--- src/rtl/fpu_issue_queue.sv ---
// fpu_issue_queue: in-order issue/retire queue between the core and a
// pipelined FPU. Ops are pushed without stalling. They are handed to the FPU
// over valid/ready, and results are collected in acceptance order. Results
// then retire in program order. Per-register busy vectors expose in-flight
// destinations for hazard checks.
module fpu_issue_queue #(
  parameter int DATA_W = 32,
  parameter int DEPTH  = 4,
  parameter int OPE_W  = 4
) (
  input  logic                    clk,
  input  logic                    rst,
  // core enqueue side
  input  logic                    in_vld,
  output logic                    in_rdy,
  input  logic [OPE_W-1:0]        in_ope,
  input  logic [DATA_W-1:0]       in_src1,
  input  logic [DATA_W-1:0]       in_src2,
  input  logic [4:0]              in_rd,
  input  logic                    in_rd_is_f,
  // FPU request side
  output logic [OPE_W-1:0]        f_ope_data,
  output logic [DATA_W-1:0]       f_in1_data,
  output logic [DATA_W-1:0]       f_in2_data,
  output logic                    f_in_vld,
  input  logic                    f_in_rdy,
  // FPU result side
  input  logic [DATA_W-1:0]       f_out_data,
  input  logic                    f_out_vld,
  output logic                    f_out_rdy,
  input  logic [2:0]              f_err,
  // writeback side
  output logic                    wb_vld,
  input  logic                    wb_rdy,
  output logic [DATA_W-1:0]       wb_data,
  output logic [4:0]              wb_rd,
  output logic                    wb_rd_is_f,
  // status
  output logic [31:0]             busy_gp,
  output logic [31:0]             busy_fp,
  output logic [$clog2(DEPTH):0]  count,
  output logic [2:0]              err,
  input  logic                    err_clr
);

  localparam int IDX_W = $clog2(DEPTH);
  localparam int PTR_W = IDX_W + 1;

  // entry storage
  logic [DEPTH-1:0]  valid_q;
  logic [DEPTH-1:0]  done_q;
  logic [OPE_W-1:0]  ope_q    [DEPTH];
  logic [DATA_W-1:0] src1_q   [DEPTH];
  logic [DATA_W-1:0] src2_q   [DEPTH];
  logic [4:0]        rd_q     [DEPTH];
  logic              rd_is_f_q[DEPTH];
  logic [DATA_W-1:0] result_q [DEPTH];
  logic [2:0]        ferr_q   [DEPTH];

  // pointers (MSB is the wrap bit)
  logic [PTR_W-1:0] alloc_q, alloc_d;
  logic [PTR_W-1:0] issue_q, issue_d;
  logic [PTR_W-1:0] cmpl_q,  cmpl_d;
  logic [PTR_W-1:0] head_q,  head_d;

  // FPU request register
  logic              f_vld_q, f_vld_d;
  logic [OPE_W-1:0]  f_ope_q, f_ope_d;
  logic [DATA_W-1:0] f_in1_q, f_in1_d;
  logic [DATA_W-1:0] f_in2_q, f_in2_d;

  logic [2:0] err_q, err_d;

  logic [IDX_W-1:0] alloc_idx, issue_idx, cmpl_idx, head_idx;
  logic             full, enq, issue_slot, pend, cmpl_fire, retire;
  logic [PTR_W-1:0] inflight;

  assign alloc_idx = alloc_q[IDX_W-1:0];
  assign issue_idx = issue_q[IDX_W-1:0];
  assign cmpl_idx  = cmpl_q[IDX_W-1:0];
  assign head_idx  = head_q[IDX_W-1:0];

  assign full       = (alloc_idx == head_idx) && (alloc_q[IDX_W] != head_q[IDX_W]);
  assign in_rdy     = !full && !rst;
  assign enq        = in_vld && in_rdy;
  assign issue_slot = !f_vld_q || f_in_rdy;
  assign pend       = (issue_q != alloc_q);
  // Issued-but-uncompleted ops, minus the one still waiting in the request
  // register, are the ops the FPU actually holds.
  assign inflight   = issue_q - cmpl_q;
  assign f_out_rdy  = !rst && (inflight > PTR_W'(f_vld_q));
  assign cmpl_fire  = f_out_vld && f_out_rdy;

  assign wb_vld     = valid_q[head_idx] && done_q[head_idx];
  assign retire     = wb_vld && wb_rdy;
  // Writeback fields read as zero when the head is not ready, so stale
  // entries left by a flush never leak onto the port.
  assign wb_data    = wb_vld ? result_q[head_idx]  : '0;
  assign wb_rd      = wb_vld ? rd_q[head_idx]      : '0;
  assign wb_rd_is_f = wb_vld ? rd_is_f_q[head_idx] : 1'b0;

  assign f_in_vld   = f_vld_q;
  assign f_ope_data = f_ope_q;
  assign f_in1_data = f_in1_q;
  assign f_in2_data = f_in2_q;
  assign count      = alloc_q - head_q;
  assign err        = err_q;

  // Per-entry one-hot destination decode for the busy vectors.
  logic [31:0] gp_hot [DEPTH];
  logic [31:0] fp_hot [DEPTH];
  for (genvar gi = 0; gi < DEPTH; gi++) begin : g_busy
    assign gp_hot[gi] = (valid_q[gi] && !rd_is_f_q[gi]) ? (32'd1 << rd_q[gi]) : 32'd0;
    assign fp_hot[gi] = (valid_q[gi] &&  rd_is_f_q[gi]) ? (32'd1 << rd_q[gi]) : 32'd0;
  end

  // OR-reduce the decoded destinations; x0 is never a hazard.
  always_comb begin
    busy_gp = '0;
    busy_fp = '0;
    for (int i = 0; i < DEPTH; i++) begin
      busy_gp = busy_gp | gp_hot[i];
      busy_fp = busy_fp | fp_hot[i];
    end
    busy_gp[0] = 1'b0;
  end

  // Next-state for pointers, the FPU request register and sticky errors.
  always_comb begin
    alloc_d = alloc_q;
    issue_d = issue_q;
    cmpl_d  = cmpl_q;
    head_d  = head_q;
    f_vld_d = f_vld_q;
    f_ope_d = f_ope_q;
    f_in1_d = f_in1_q;
    f_in2_d = f_in2_q;
    err_d   = err_q;
    if (enq) alloc_d = alloc_q + PTR_W'(1);
    if (issue_slot) begin
      f_vld_d = pend || enq;
      if (pend) begin
        f_ope_d = ope_q[issue_idx];
        f_in1_d = src1_q[issue_idx];
        f_in2_d = src2_q[issue_idx];
        issue_d = issue_q + PTR_W'(1);
      end else if (enq) begin
        // Empty pipe: forward the incoming op so it reaches the FPU one
        // cycle after enqueue.
        f_ope_d = in_ope;
        f_in1_d = in_src1;
        f_in2_d = in_src2;
        issue_d = issue_q + PTR_W'(1);
      end
    end
    if (cmpl_fire) cmpl_d = cmpl_q + PTR_W'(1);
    if (retire)    head_d = head_q + PTR_W'(1);
    // A retiring flag set overrides a same-cycle clear.
    if (err_clr) err_d = '0;
    if (retire)  err_d = err_d | ferr_q[head_idx];
  end

  // Pointer, request-register and error state.
  always_ff @(posedge clk) begin
    if (rst) begin
      alloc_q <= '0;
      issue_q <= '0;
      cmpl_q  <= '0;
      head_q  <= '0;
      f_vld_q <= 1'b0;
      f_ope_q <= '0;
      f_in1_q <= '0;
      f_in2_q <= '0;
      err_q   <= '0;
    end else begin
      alloc_q <= alloc_d;
      issue_q <= issue_d;
      cmpl_q  <= cmpl_d;
      head_q  <= head_d;
      f_vld_q <= f_vld_d;
      f_ope_q <= f_ope_d;
      f_in1_q <= f_in1_d;
      f_in2_q <= f_in2_d;
      err_q   <= err_d;
    end
  end

  // Entry status flags: allocate, complete, retire.
  always_ff @(posedge clk) begin
    if (rst) begin
      valid_q <= '0;
      done_q  <= '0;
    end else begin
      for (int i = 0; i < DEPTH; i++) begin
        if (enq && alloc_idx == IDX_W'(i)) begin
          valid_q[i] <= 1'b1;
          done_q[i]  <= 1'b0;
        end
        if (cmpl_fire && cmpl_idx == IDX_W'(i)) done_q[i] <= 1'b1;
        if (retire && head_idx == IDX_W'(i))    valid_q[i] <= 1'b0;
      end
    end
  end

  // Entry payload; no reset needed since valid/done gate every use.
  always_ff @(posedge clk) begin
    for (int i = 0; i < DEPTH; i++) begin
      if (enq && alloc_idx == IDX_W'(i)) begin
        ope_q[i]     <= in_ope;
        src1_q[i]    <= in_src1;
        src2_q[i]    <= in_src2;
        rd_q[i]      <= in_rd;
        rd_is_f_q[i] <= in_rd_is_f;
      end
      if (cmpl_fire && cmpl_idx == IDX_W'(i)) begin
        result_q[i] <= f_out_data;
        ferr_q[i]   <= f_err;
      end
    end
  end

endmodule

--- config.mk ---
export PLATFORM = sky130hd
export DESIGN_NAME = fpu_issue_queue
export DESIGN_NICKNAME = d
export VERILOG_FILES = /design/src/rtl/fpu_issue_queue.sv
export SDC_FILE = /design/constraint.sdc
export NUM_CORES = 1
export LEC_CHECK = 0
export CORE_ASPECT_RATIO = 1.4
export CORE_MARGIN = 5
export CORE_UTILIZATION = 40
export DETAILED_ROUTE_END_ITERATION = 8
export MAX_ROUTING_LAYER = met4
export PLACE_DENSITY_LB_ADDON = 0.05
export SLEW_MARGIN = 40
export SYNTH_ARGS = -nofsm -noshare
export SYNTH_HDL_FRONTEND = slang
export SYNTH_SLANG_ARGS = --single-unit
--- constraint.sdc ---
create_clock -name clk -period 5.65 [get_ports clk]
set_clock_uncertainty 0.2 [all_clocks]
set_input_delay 1.13 -clock clk [delete_from_list [all_inputs] [get_ports clk]]
set_output_delay 1.13 -clock clk [all_outputs]
set_load 0.05 [all_outputs]
== Word level (Yosys, flattened, before mapping) ==
Memories as Yosys holds them, arrays and structs flattened. A register that Yosys moved wholly into a read port is not among the register bits.
Index checks and enable logic that the tools add are counted.

* Add/subtract/negate cells: 6
* Magnitude comparators: 2
* Equality and inequality tests: 12
* Shift-type cells: 4
* Muxes and demuxes: 126
* Bitwise gates (word level): 7
* Reductions and logical operators: 70

{| class="wikitable"
|+ Operator list
! operator !! number
|-
| $mux 32 || 22
|-
| $reduce_or 32->1 || 9
|-
| $or 32x32->32 || 6
|-
| $shl 1x5->32 const A || 4
|-
| $mux 2 || 35
|-
| $mux 1 || 51
|-
| $logic_and 1x1->1 || 27
|-
| $mux 3 || 7
|-
| $mux 4 || 5
|-
| $mux 5 || 4
|-
| $reduce_or 5->1 || 3
|-
| $add 3x1->3 const B || 4
|-
| $eq 2x2->1 const B || 6
|-
| $reduce_or 4->1 || 3
|-
| $reduce_bool 2->1 || 5
|-
| $reduce_or 3->1 || 3
|-
| $reduce_or 2->1 || 4
|-
| $logic_not 1->1 || 7
|-
| $eq 2x1->1 const B || 3
|-
| $logic_not 2->1 || 3
|-
| $sub 3x3->3 || 2
|-
| $bmux 1 s2 || 2
|-
| $gt 3x1->1 || 1
|-
| $lt 2x3->1 const B || 1
|-
| 7 further kinds || 10
|}

* Register bits: 92
* Bits in writable memories: 436
* Word-level logic and storage cells: 251
* Memories: 7

{| class="wikitable"
|+ Memory list
! name !! words !! bits a word !! rd ports !! clocked after memory_dff !! wr ports !! line !! source
|-
| result_q || 4 || 32 || 1 || 1 || 1 || 57 || <nowiki>logic [DATA_W-1:0] result_q [DEPTH];</nowiki>
|-
| src1_q || 4 || 32 || 1 || 1 || 1 || 53 || <nowiki>logic [DATA_W-1:0] src1_q [DEPTH];</nowiki>
|-
| src2_q || 4 || 32 || 1 || 1 || 1 || 54 || <nowiki>logic [DATA_W-1:0] src2_q [DEPTH];</nowiki>
|-
| rd_q || 4 || 5 || 5 || 1 || 1 || 55 || <nowiki>logic [4:0] rd_q [DEPTH];</nowiki>
|-
| ope_q || 4 || 4 || 1 || 1 || 1 || 52 || <nowiki>logic [OPE_W-1:0] ope_q [DEPTH];</nowiki>
|-
| ferr_q || 4 || 3 || 1 || 1 || 1 || 58 || <nowiki>logic [2:0] ferr_q [DEPTH];</nowiki>
|-
| 1 more memories || -- || -- || -- || -- || -- || -- ||
|}

== Depth between registers and ports, before layout ==
Gate-level depths: netlist (run 1).

* Depth in word-level cells: 12
* Mapped depth: 8
* Gate-level depth less buffers: 7

== Least setup slack after synthesis (run 1) ==
OpenSTA, ideal clock, no wires.

* Path kind: input-to-reg
* Start point: input in_vld
* End point: memory ope_q[0][0] (enable)
* Setup time: 0.441 ns
* Arrival time: 3.603 ns
* Required time: 5.009 ns
* Setup slack: 1.407 ns
* Cell stages on the path: 4
* Cell sequence: nor2b_1 > o21a_2 > buf_2 > and2_1

* Word-level cells in the longest chain between the ends: 8
* Elaborated cells on any way between the ends: 22

{| class="wikitable"
|+ Ends and longest elaborated chain
! element !! line !! source
|-
| start, declared || 14 || <nowiki>input logic in_vld,</nowiki>
|-
| $logic_and 1x1->1 * || 85 || <nowiki>assign enq = in_vld && in_rdy;</nowiki>
|-
| $logic_and 1x1->1 || 208 || <nowiki>if (enq && alloc_idx == IDX_W'(i)) begin</nowiki>
|-
| $mux 1 || 208 ||
|-
| $mux 1 (implied by the code) || 209 || <nowiki>ope_q[i] <= in_ope;</nowiki>
|-
| $reduce_or 4->1 (no line) || -- ||
|-
| $mux 2 (no line) / $mux 1 (equally long branches) (3 in a row) || -- ||
|-
| end, declared || 52 ||
|}

Every way passes the cells marked *; elsewhere a longest branch is shown, timed or not.

== Final worst setup path (run 1) ==
* Start point: register head_q[1]
* End point: output wb_rd[2]

* Word-level cells in the longest chain between the ends: 4
* Elaborated cells on any way between the ends: 6

{| class="wikitable"
|+ Ends and longest elaborated chain
! element !! line !! source
|-
| start, declared || 64 || <nowiki>logic [PTR_W-1:0] head_q, head_d;</nowiki>
|-
| start signal, assigned || 169 || <nowiki>head_q <= '0;</nowiki>
|-
| start signal, assigned || 179 || <nowiki>head_q <= head_d;</nowiki>
|-
| $bmux 1 s2 || 94 || <nowiki>assign wb_vld = valid_q[head_idx] && done_q[head_idx];</nowiki>
|-
| $mux 1 (implied by the code) || 94 ||
|-
| $logic_and 1x1->1 * || 94 ||
|-
| $mux 5 * || 99 || <nowiki>assign wb_rd = wb_vld ? rd_q[head_idx] : '0;</nowiki>
|-
| end, declared || 36 || <nowiki>output logic [4:0] wb_rd,</nowiki>
|}

Every way passes the cells marked *; elsewhere a longest branch is shown, timed or not. The select of a mux whose other input is x is not followed.

==> reports/qor.yml, run 1 <==
crit_type: "flop to output pin"
synth.top_cell.area_share: 0.534
overflow: 0
syn_area_um2: 24500
post-synth-top-count-cell: "edfxtp_1"
cts_tree: "done"
cts_buffers: 54
timing.hold.ws_ps: 257
fin_util: 0.493
async_reset_ff_frac: 0
p_clk_frac: 0.260
syn2layout_area_growth_pct: 22.2
syn_inst: 1644
hp-class: "flop to flop"
power_w: 0.0137
multiInputGateArea_um2: 8320
cts_setup_buffers: 0
critPathMaxFanout: 46
dp_cells: 2635
grtUsageTotal: 0.218
die_h_um: 303
syn_area_per_cell_um2: 14.9
ff_latch_area_um2: 15000
fp.dieW_um: 219
worstReg2RegEnd: "result_q[2][0]"
reg2reg_from: "issue_q[0]"
routed_wl_um: 71200
rows: 107
clkTransAtPathRegs_ps: 70
swShare: 0.358
ys_ff_latch: 532
synth_nets: 1779
min_to: "f_in1_data[5]"
clk_path_buf_depth: 3
grt_pass1_wl_um: 107000
ys.flop_type: "edfxtp_1"
hpwl_um: 44100
arrival_ps: 3290
cts_resized: 0
powerDensity_nw_per_um2: 457
routabilityCongestion: 0.926
p_leak_nw: 9.64
antenna_found_initial: 3
min-delay-start: "f_in1_data[5]"
clock-sinks: 532
finalCritPeriodShare: 0.818
r2r_setup_slack_ps: 2360
hold_viol: 0
fin_tns_setup_ps: 0
drive_above_1_share: 0.184
grt_max_degree: 139
cp_data_required_time_ps: 4320
place.port_buffers: 294
grt_pass1_vias: 16700
p_int_w: 0.00880
remaining_drc_errors: 0
core_um2: 60800
critPathCaptureType: "output pin"
power_frac_seq: 0.370
drtPass1Iterations: 6
wl_per_cell_um: 26.0
reg2reg_depth: 7
cap_violations: 0
whs_path_depth: 2
ios: 296
dieArea_um2: 66400
ys_types: 69
maxSlewViolCount: 0
combinationalPowerShare: 0.370
synth_edf_count: 436
hold_buffers: 0
nNetsFinal: 2009
synth-warning-count: 0
fin_cells: 2739
status: "finished, final reports clean"
synth.area.top_cells: "edfxtp_1, mux4_2, dfxtp_1, a211oi_2, o41ai_2"
n_fill_cell: 5345
initial_core_util: 0.404
power_switching_w: 0.00492
synth_area_leader_cell: "edfxtp_1"
finalSetupViolations: 0
clk_latency_ps: 610
fmax_mhz: 216
ant_nets: 0
vias: 15800
worst_slew_pin_slew_ps: 887
ys_top_cells_by_count: "edfxtp_1, inv_1, mux4_2, dfxtp_1, clkbuf_1"
vias_per_cell: 5.78
ys_seq_area_frac: 0.612
cts_htree_levels: 2
cts_root_buffer: "clkbuf_16"
slew_headroom: 0.409
rsz0062_at_grt: "false"
drt_iter0_drc: 1350
min_period_ps: 4620
startpoint_type: "flop"
vdd_ir_drop_max_v: 0.000361
[cell families after synthesis]
group / synth area share
AO/OA/AOI/OAI: 0.168
other: 0.000153
buffers and inverters: 0.0525
adder cells (fa/ha/maj): 0.0103
multiplexers: 0.103
AND/OR/NAND/NOR: 0.0503
XOR/XNOR: 0.00413
flip-flops: 0.612
[power by group through the flow]
stage	clock [W]	sequential, W	combinational (W)
2_1_floorplan	0	0.00585	0.00298
3_3_place_gp	0	0.00517	0.00510
3_5_place_dp	0	0.00518	0.00512
4_1_cts	0.00369	0.00509	0.00515
5_1_grt	0.00386	0.00514	0.00543
6_report	0.00357	0.00507	0.00507
[cell usage in the layout (no fill, tap or decap), types with 11 or more instances in the layout]
cell,instances
o41ai_2,40
o22ai_1,13
clkinv_1,11
ha_1,17
clkbuf_1,13
edfxtp_1,436
o41ai_1,28
clkdlybuf4s50_1,293
a2bb2oi_1,12
dfxtp_1,92
nor3_1,11
o221ai_1,42
inv_1,149
buf_4,21
nand3_1,17
a21oi_1,11
nor2b_1,56
mux4_2,109
o31a_1,68
nand2_1,54
clkbuf_16,54
nor2_1,42
a211oi_1,79
a211oi_2,60
a22oi_1,25
[state kept, by name (all words and copies together) (netlist names), 12 cells and up, named ones only]
signal / count
result_q: 128
src1_q: 128
src2_q: 128
f_in1_data: 32
f_in2_data: 32
rd_q: 20
ope_q: 16
ferr_q: 12
[final cells by class]
class                   count  area share
diodes                      4    0.000334
repair buffers            323       0.108
well taps                 817      0.0341
clock buffers              74      0.0499
clock inverters            26     0.00964
inverters                 151      0.0189
flip-flops and latches    532       0.501
multi-input cells         812       0.278
[critical path, cell delays in order, from the launching register on]
cell and delay, ps:
dfxtp_1 350, inv_1 170, mux4_4 990, nor2b_1 310
clkdlybuf4s50_1 860
[layer usage]
layer	vias to the layer above	share of wire	global-route usage
met3	146	0.064	0.0434
met5	-	0	-
met4	0	0.031	0.0724
li1	7000	-	-
met1	8063	0.41	0.277
met2	618	0.49	0.353
[per-stage QoR]
step | setup slack (ps) | area [um2]
after global routing | 901 | 30000
after detailed placement | 1620 | 28200
after global placement | 1640 | 28200
after floorplan | 1410 | 24500
final | 1030 | 30000
after CTS | 945 | 30000
[worst max path at each step]
stage,to,slack [ps],cells past startpoint,start
finish,wb_rd[2],1030,4,head_q[1]
global route,wb_rd[3],900,4,head_q[1]
CTS,wb_rd[3],940,4,head_q[1]
detailed placement,wb_rd[3],1620,4,valid_q[2]
global placement,busy_fp[10],1640,4,rd_q[0][4]
floorplan,ope_q[0][0],1410,4,in_vld
Power figures use the tool's default switching activity.
==> run 2: changes to the inputs <==
Clock period 5.65 ns to 4.7 ns, I/O delays scaled along.
==> reports/qor.yml, run 2 (synthesis gave the netlist of run 1 again) <==
status: "finished, final reports clean"
die_h_um: 303  # unchanged
largestRegisters: "result_q (128), src1_q (128), src2_q (128)"
routed_wl_um: 72800  # +2.3%
cts_setup_buffers: 0  # unchanged
min_period_ps: 4490
fmax_mhz: 223
endpoint: "busy_fp[18]"
reg2reg_depth: 7  # unchanged
grtUsageTotal: 0.220  # +0.00249
cts_buffers: 53  # -1.9%
vias: 15900  # +0.15%
drtPass1Iterations: 7  # +1
worstReg2RegEnd: "result_q[1][9]"
rows: 107  # unchanged
crit_type: "flop to output pin"
drive_above_1_share: 0.192  # +0.00831
arrival_ps: 3350  # +60 ps
worst_slew_pin_slew_ps: 835  # -51.2 ps
critPathMaxFanout: 8  # -83%
wl_per_cell_um: 26.4  # +1.7%
path_cells: "buf_4 -> nand2b_1 -> nor3_1 -> a22oi_1 -> o221ai_1 -> clkdlybuf4s50_1"
clkTransAtPathRegs_ps: 70  # about the same
fin_tns_setup_ps: 0  # unchanged
hpwl_um: 46400  # +5.1%
critPathCaptureType: "output pin"
clk_path_buf_depth: 3  # unchanged
slowest_stage: "clkdlybuf4s50_1"
crit_path_start: "rd_q[0][0]"
startpoint_type: "flop"
vdd_ir_drop_max_v: 0.000386  # +6.8%
hp-class: "flop to flop"
drt_iter0_drc: 1171  # -13%
r2r_setup_slack_ps: 1480  # -880 ps
clock-sinks: 532  # unchanged
hold_buffers: 0  # unchanged
syn2layout_area_growth_pct: 22.7
critPathMaxStageDelay_ps: 890  # -100 ps
clk_latency_ps: 610  # about the same
cts_htree_levels: 2  # unchanged
cp_data_required_time_ps: 3560  # -760 ps
dieArea_um2: 66400  # unchanged
grt_pass1_wl_um: 108000  # +0.80%
p_leak_nw: 9.71  # +0.71%
maxSlewViolCount: 0  # unchanged
grt_max_degree: 138  # -0.72%
fp.dieW_um: 219  # unchanged
cap_violations: 0  # unchanged
dp_cells: 2653  # +0.68%
ant_nets: 0  # unchanged
min-delay-start: "f_in1_data[20]"
fin_cells: 2757  # +0.66%
grt_pass1_vias: 16500  # -1.1%
initial_core_util: 0.404  # unchanged
hold_viol: 0  # unchanged
reg2reg_from: "issue_q[0]"
vias_per_cell: 5.75  # -0.50%
final_cell_mix: "edfxtp_1, clkdlybuf4s50_1, inv_1"
cts_tree: "done"
core_um2: 60800  # unchanged
nNetsFinal: 2026  # +0.85%
overflow: 0  # unchanged
ios: 296  # unchanged
cts_root_buffer: "clkbuf_16"
finalCritPeriodShare: 0.955
powerDensity_nw_per_um2: 546  # +19%
antenna_found_initial: 5  # +2
finalSetupViolations: 0  # unchanged
power_w: 0.0164  # +20%
place.port_buffers: 294  # unchanged
timing.hold.ws_ps: 253  # -3.96 ps
routabilityCongestion: 0.940  # +1.5%
rsz0062_at_grt: "false"
cts_resized: 0  # unchanged
slew_headroom: 0.443  # +0.0341
remaining_drc_errors: 0  # unchanged
final_common_cell: "edfxtp_1"
whs_path_depth: 2  # unchanged
## run 2: changes by cell type in the layout (fill, tap and decap cells not counted), moves of 3 or more
cell,change
buf_6,-3
clkinv_1,-5
clkinv_2,+7
buf_12,+4
buf_4,+15
clkbuf_8,-6
clkinvlp_4,+3
## run 2: worst min path at each step
stage / slack (ps) / end
floorplan: 240 / cmpl_q[2]
global placement: 240 / f_in1_data[20]
detailed placement: 250 / f_in1_data[20]
CTS: 260 / f_in1_data[20]
global route: 280 / f_in1_data[1]
finish: 250 / f_in1_data[20]
## run 2: per-layer routing
layer  routed length, um  part of all wire  track usage
met1               29600              0.41        0.278
met2               36100              0.50        0.361
met3                5010             0.069       0.0471
met4                2130             0.029       0.0657
met5                   0                 0            -
## run 2: report_power, final
group / internal, W / leakage, nW / switching [W]
clock network: 0.00238 / 0.829 / 0.00182
registers: 0.00568 / 4.75 / 0.000420
logic: 0.00242 / 4.13 / 0.00372
total: 0.0105 / 9.71 / 0.00596
## run 2: critical path, delay by kind of cell (launching register included)
| kind | cells | cell delay, ps |
|---|---|---|
| compound gates | 2 | 480 |
| buf+inv | 2 | 1060 |
| flops | 1 | 370 |
| simple gates | 2 | 840 |
## run 2: layout make-up
| cell class | instances | area, um2 |
|---|---|---|
| fill | 5364 | 30700 |
| sequential | 532 | 15000 |
| multi-input combinational | 812 | 8320 |
| timing repair buffer | 341 | 3430 |
| clock buffer | 69 | 1400 |
| tap | 817 | 1020 |
| inverter | 151 | 568 |
| clock inverter | 29 | 322 |
| antenna | 6 | 15.0 |
## run 2: stage by stage
stage	setup WS [ps]	util	cell area [um2]
3_5_place_dp	775	0.467	28400
6_report	212	0.495	30100
2_1_floorplan	647	-	24500
5_1_grt	70.8	0.495	30100
3_3_place_gp	773	0.466	28300
4_1_cts	105	0.495	30100
==> run 3: changes to the inputs <==
Settings changed: CORE_UTILIZATION 40 to 56.
==> reports/qor.yml, run 3 (synthesis gave the netlist of run 1 again) <==
whs_path_depth: 2  # unchanged
swShare: 0.356  # -0.00606
dieArea_um2: 48100  # -28%
arrival_ps: 3360  # about the same
finalSetupViolations: 0  # unchanged
grt_max_degree: 138  # unchanged
drt_iter0_drc: 1439  # +23%
clk_path_buf_depth: 3  # unchanged
clkTransAtPathRegs_ps: 70  # about the same
remaining_drc_errors: 0  # unchanged
syn2layout_area_growth_pct: 21.3
path_cells: "nor2b_1 -> nand2_1 -> o221ai_1 -> clkdlybuf4s50_1"
crit_type: "flop to output pin"
drive_above_1_share: 0.188  # -0.00423
final_cell_mix: "edfxtp_1, clkdlybuf4s50_1, inv_1"
critPathMaxFanout: 8  # unchanged
vdd_ir_drop_max_v: 0.000616  # +60%
ff_latch_area_um2: 15000  # unchanged
vias_per_cell: 6.48  # +13%
worst_slew_pin_slew_ps: 855  # +19.8 ps
critPathCaptureType: "output pin"
cts_htree_levels: 2  # unchanged
routabilityCongestion: 0.985  # +4.8%
clock-sinks: 532  # unchanged
reg2reg_depth: 8  # +1
n_fill_cell: 2998  # -44%
power_switching_w: 0.00588  # -1.3%
wl_per_cell_um: 26.8  # +1.4%
hold_buffers: 0  # unchanged
combinationalPowerShare: 0.373  # about the same
fin_ws_ps: 196  # -16.4 ps
nNetsFinal: 2015  # -0.54%
ios: 296  # unchanged
rows: 90  # -16%
cap_violations: 0  # unchanged
largestRegisters: "result_q (128), src1_q (128), src2_q (128)"
power_w: 0.0165  # +0.40%
rsz0062_at_grt: "false"
place_ws_ps: 910  # +135 ps
cts_root_buffer: "clkbuf_16"
initial_core_util: 0.567  # +0.164
p_clk_frac: 0.258  # +0.002
vias: 16000  # +1.2%
startpoint_type: "flop"
fin_tns_setup_ps: 0  # unchanged
antenna_found_initial: 3  # -2
grt_pass1_vias: 16800  # +1.7%
p_int_w: 0.0106  # +1.4%
fmax_mhz: 222  # -0.36%
finalCritPeriodShare: 0.958  # +0.00350
final_common_cell: "edfxtp_1"
cts_buffers: 48  # -9.4%
fp.dieW_um: 187  # -15%
power_frac_seq: 0.369  # -0.002
status: "finished, final reports clean"
drtPass1Iterations: 6  # -1
routed_wl_um: 66200  # -9.0%
hpwl_um: 41000  # -12%
slew_headroom: 0.430  # -0.0132
hp-class: "flop to flop"
grt_pass1_wl_um: 102000  # -6.1%
powerDensity_nw_per_um2: 555  # +1.6%
cts_tree: "done"
min_period_ps: 4500  # +16.4 ps
die_h_um: 258  # -15%
cp_data_required_time_ps: 3560  # about the same
ant_nets: 0  # unchanged
place.port_buffers: 294  # unchanged
slowest_stage: "clkdlybuf4s50_1"
grtUsageTotal: 0.276  # +0.0559
core_um2: 43200  # -29%
maxSlewViolCount: 0  # unchanged
critPathMaxStageDelay_ps: 910  # +20 ps
cts_setup_buffers: 0  # unchanged
hold_viol: 0  # unchanged
overflow: 0  # unchanged
clk_latency_ps: 580  # -30 ps
multiInputGateArea_um2: 8310  # -0.17%
cts_resized: 0  # unchanged
p_leak_nw: 9.70  # about the same
==> run 3: cell types whose count changed in the layout (fill, tap and decap cells not counted), moves of 5 or more <==
cell,change
clkbuf_1,-7
bufinv_16,+5
clkbuf_16,-5
buf_4,-10
==> run 3: power groups by stage <==
stage | registers [W] | logic [W] | clock network, W
final | 0.00609 | 0.00615 | 0.00427
after global routing | 0.00615 | 0.00651 | 0.00453
after CTS | 0.00610 | 0.00618 | 0.00433
after detailed placement | 0.00620 | 0.00614 | 0
after global placement | 0.00623 | 0.00599 | 0
after floorplan | 0.00703 | 0.00358 | 0
==> run 3: final timing paths <==
path	startpoint	to	slack [ps]
hold / removal	f_in2_data[31]	f_in2_data[31]	260
setup reg to reg	issue_q[0]	result_q[3][23]	1660
setup / recovery	rd_q[3][3]	busy_fp[26]	200
hold reg to reg	f_in2_data[31]	f_in2_data[31]	260
==> run 3: per-layer routing <==
layer,vias to the layer above,wire (um),track usage
li1,7002,-,-
met1,8146,25500,0.344
met2,712,33700,0.465
met3,178,4710,0.0493
met4,0,2350,0.0902
met5,-,0,-
==> run 3: layout make-up <==
| cell class | instances | share of cell area |
|---|---|---|
| Inverter | 151 | 0.0191 |
| Antenna cell | 3 | 0.000252 |
| Timing Repair Buffer | 335 | 0.115 |
| Clock inverter | 29 | 0.0151 |
| Sequential cell | 532 | 0.505 |
| Multi-Input combinational cell | 812 | 0.279 |
| Tap cell | 552 | 0.0232 |
| Clock buffer | 60 | 0.0432 |
==> run 3: worst max-delay path: cells and delay by family (launching register included) <==
family | cells | cell delay [ps]
buffers and inverters | 1 | 910
and+or+nand+nor | 2 | 820
DFF | 1 | 610
AOI/OAI and AO/OA | 1 | 450
==> run 3: per-stage QoR <==
stage	utilization	cell area, um2	instances	hold slack [ps]
floorplan	-	24500	1644	235
global placement	0.646	27900	2379	246
detailed placement	0.647	28000	2381	250
CTS	0.687	29700	2470	259
global route	0.688	29700	2474	272
finish	0.688	29700	2474	260
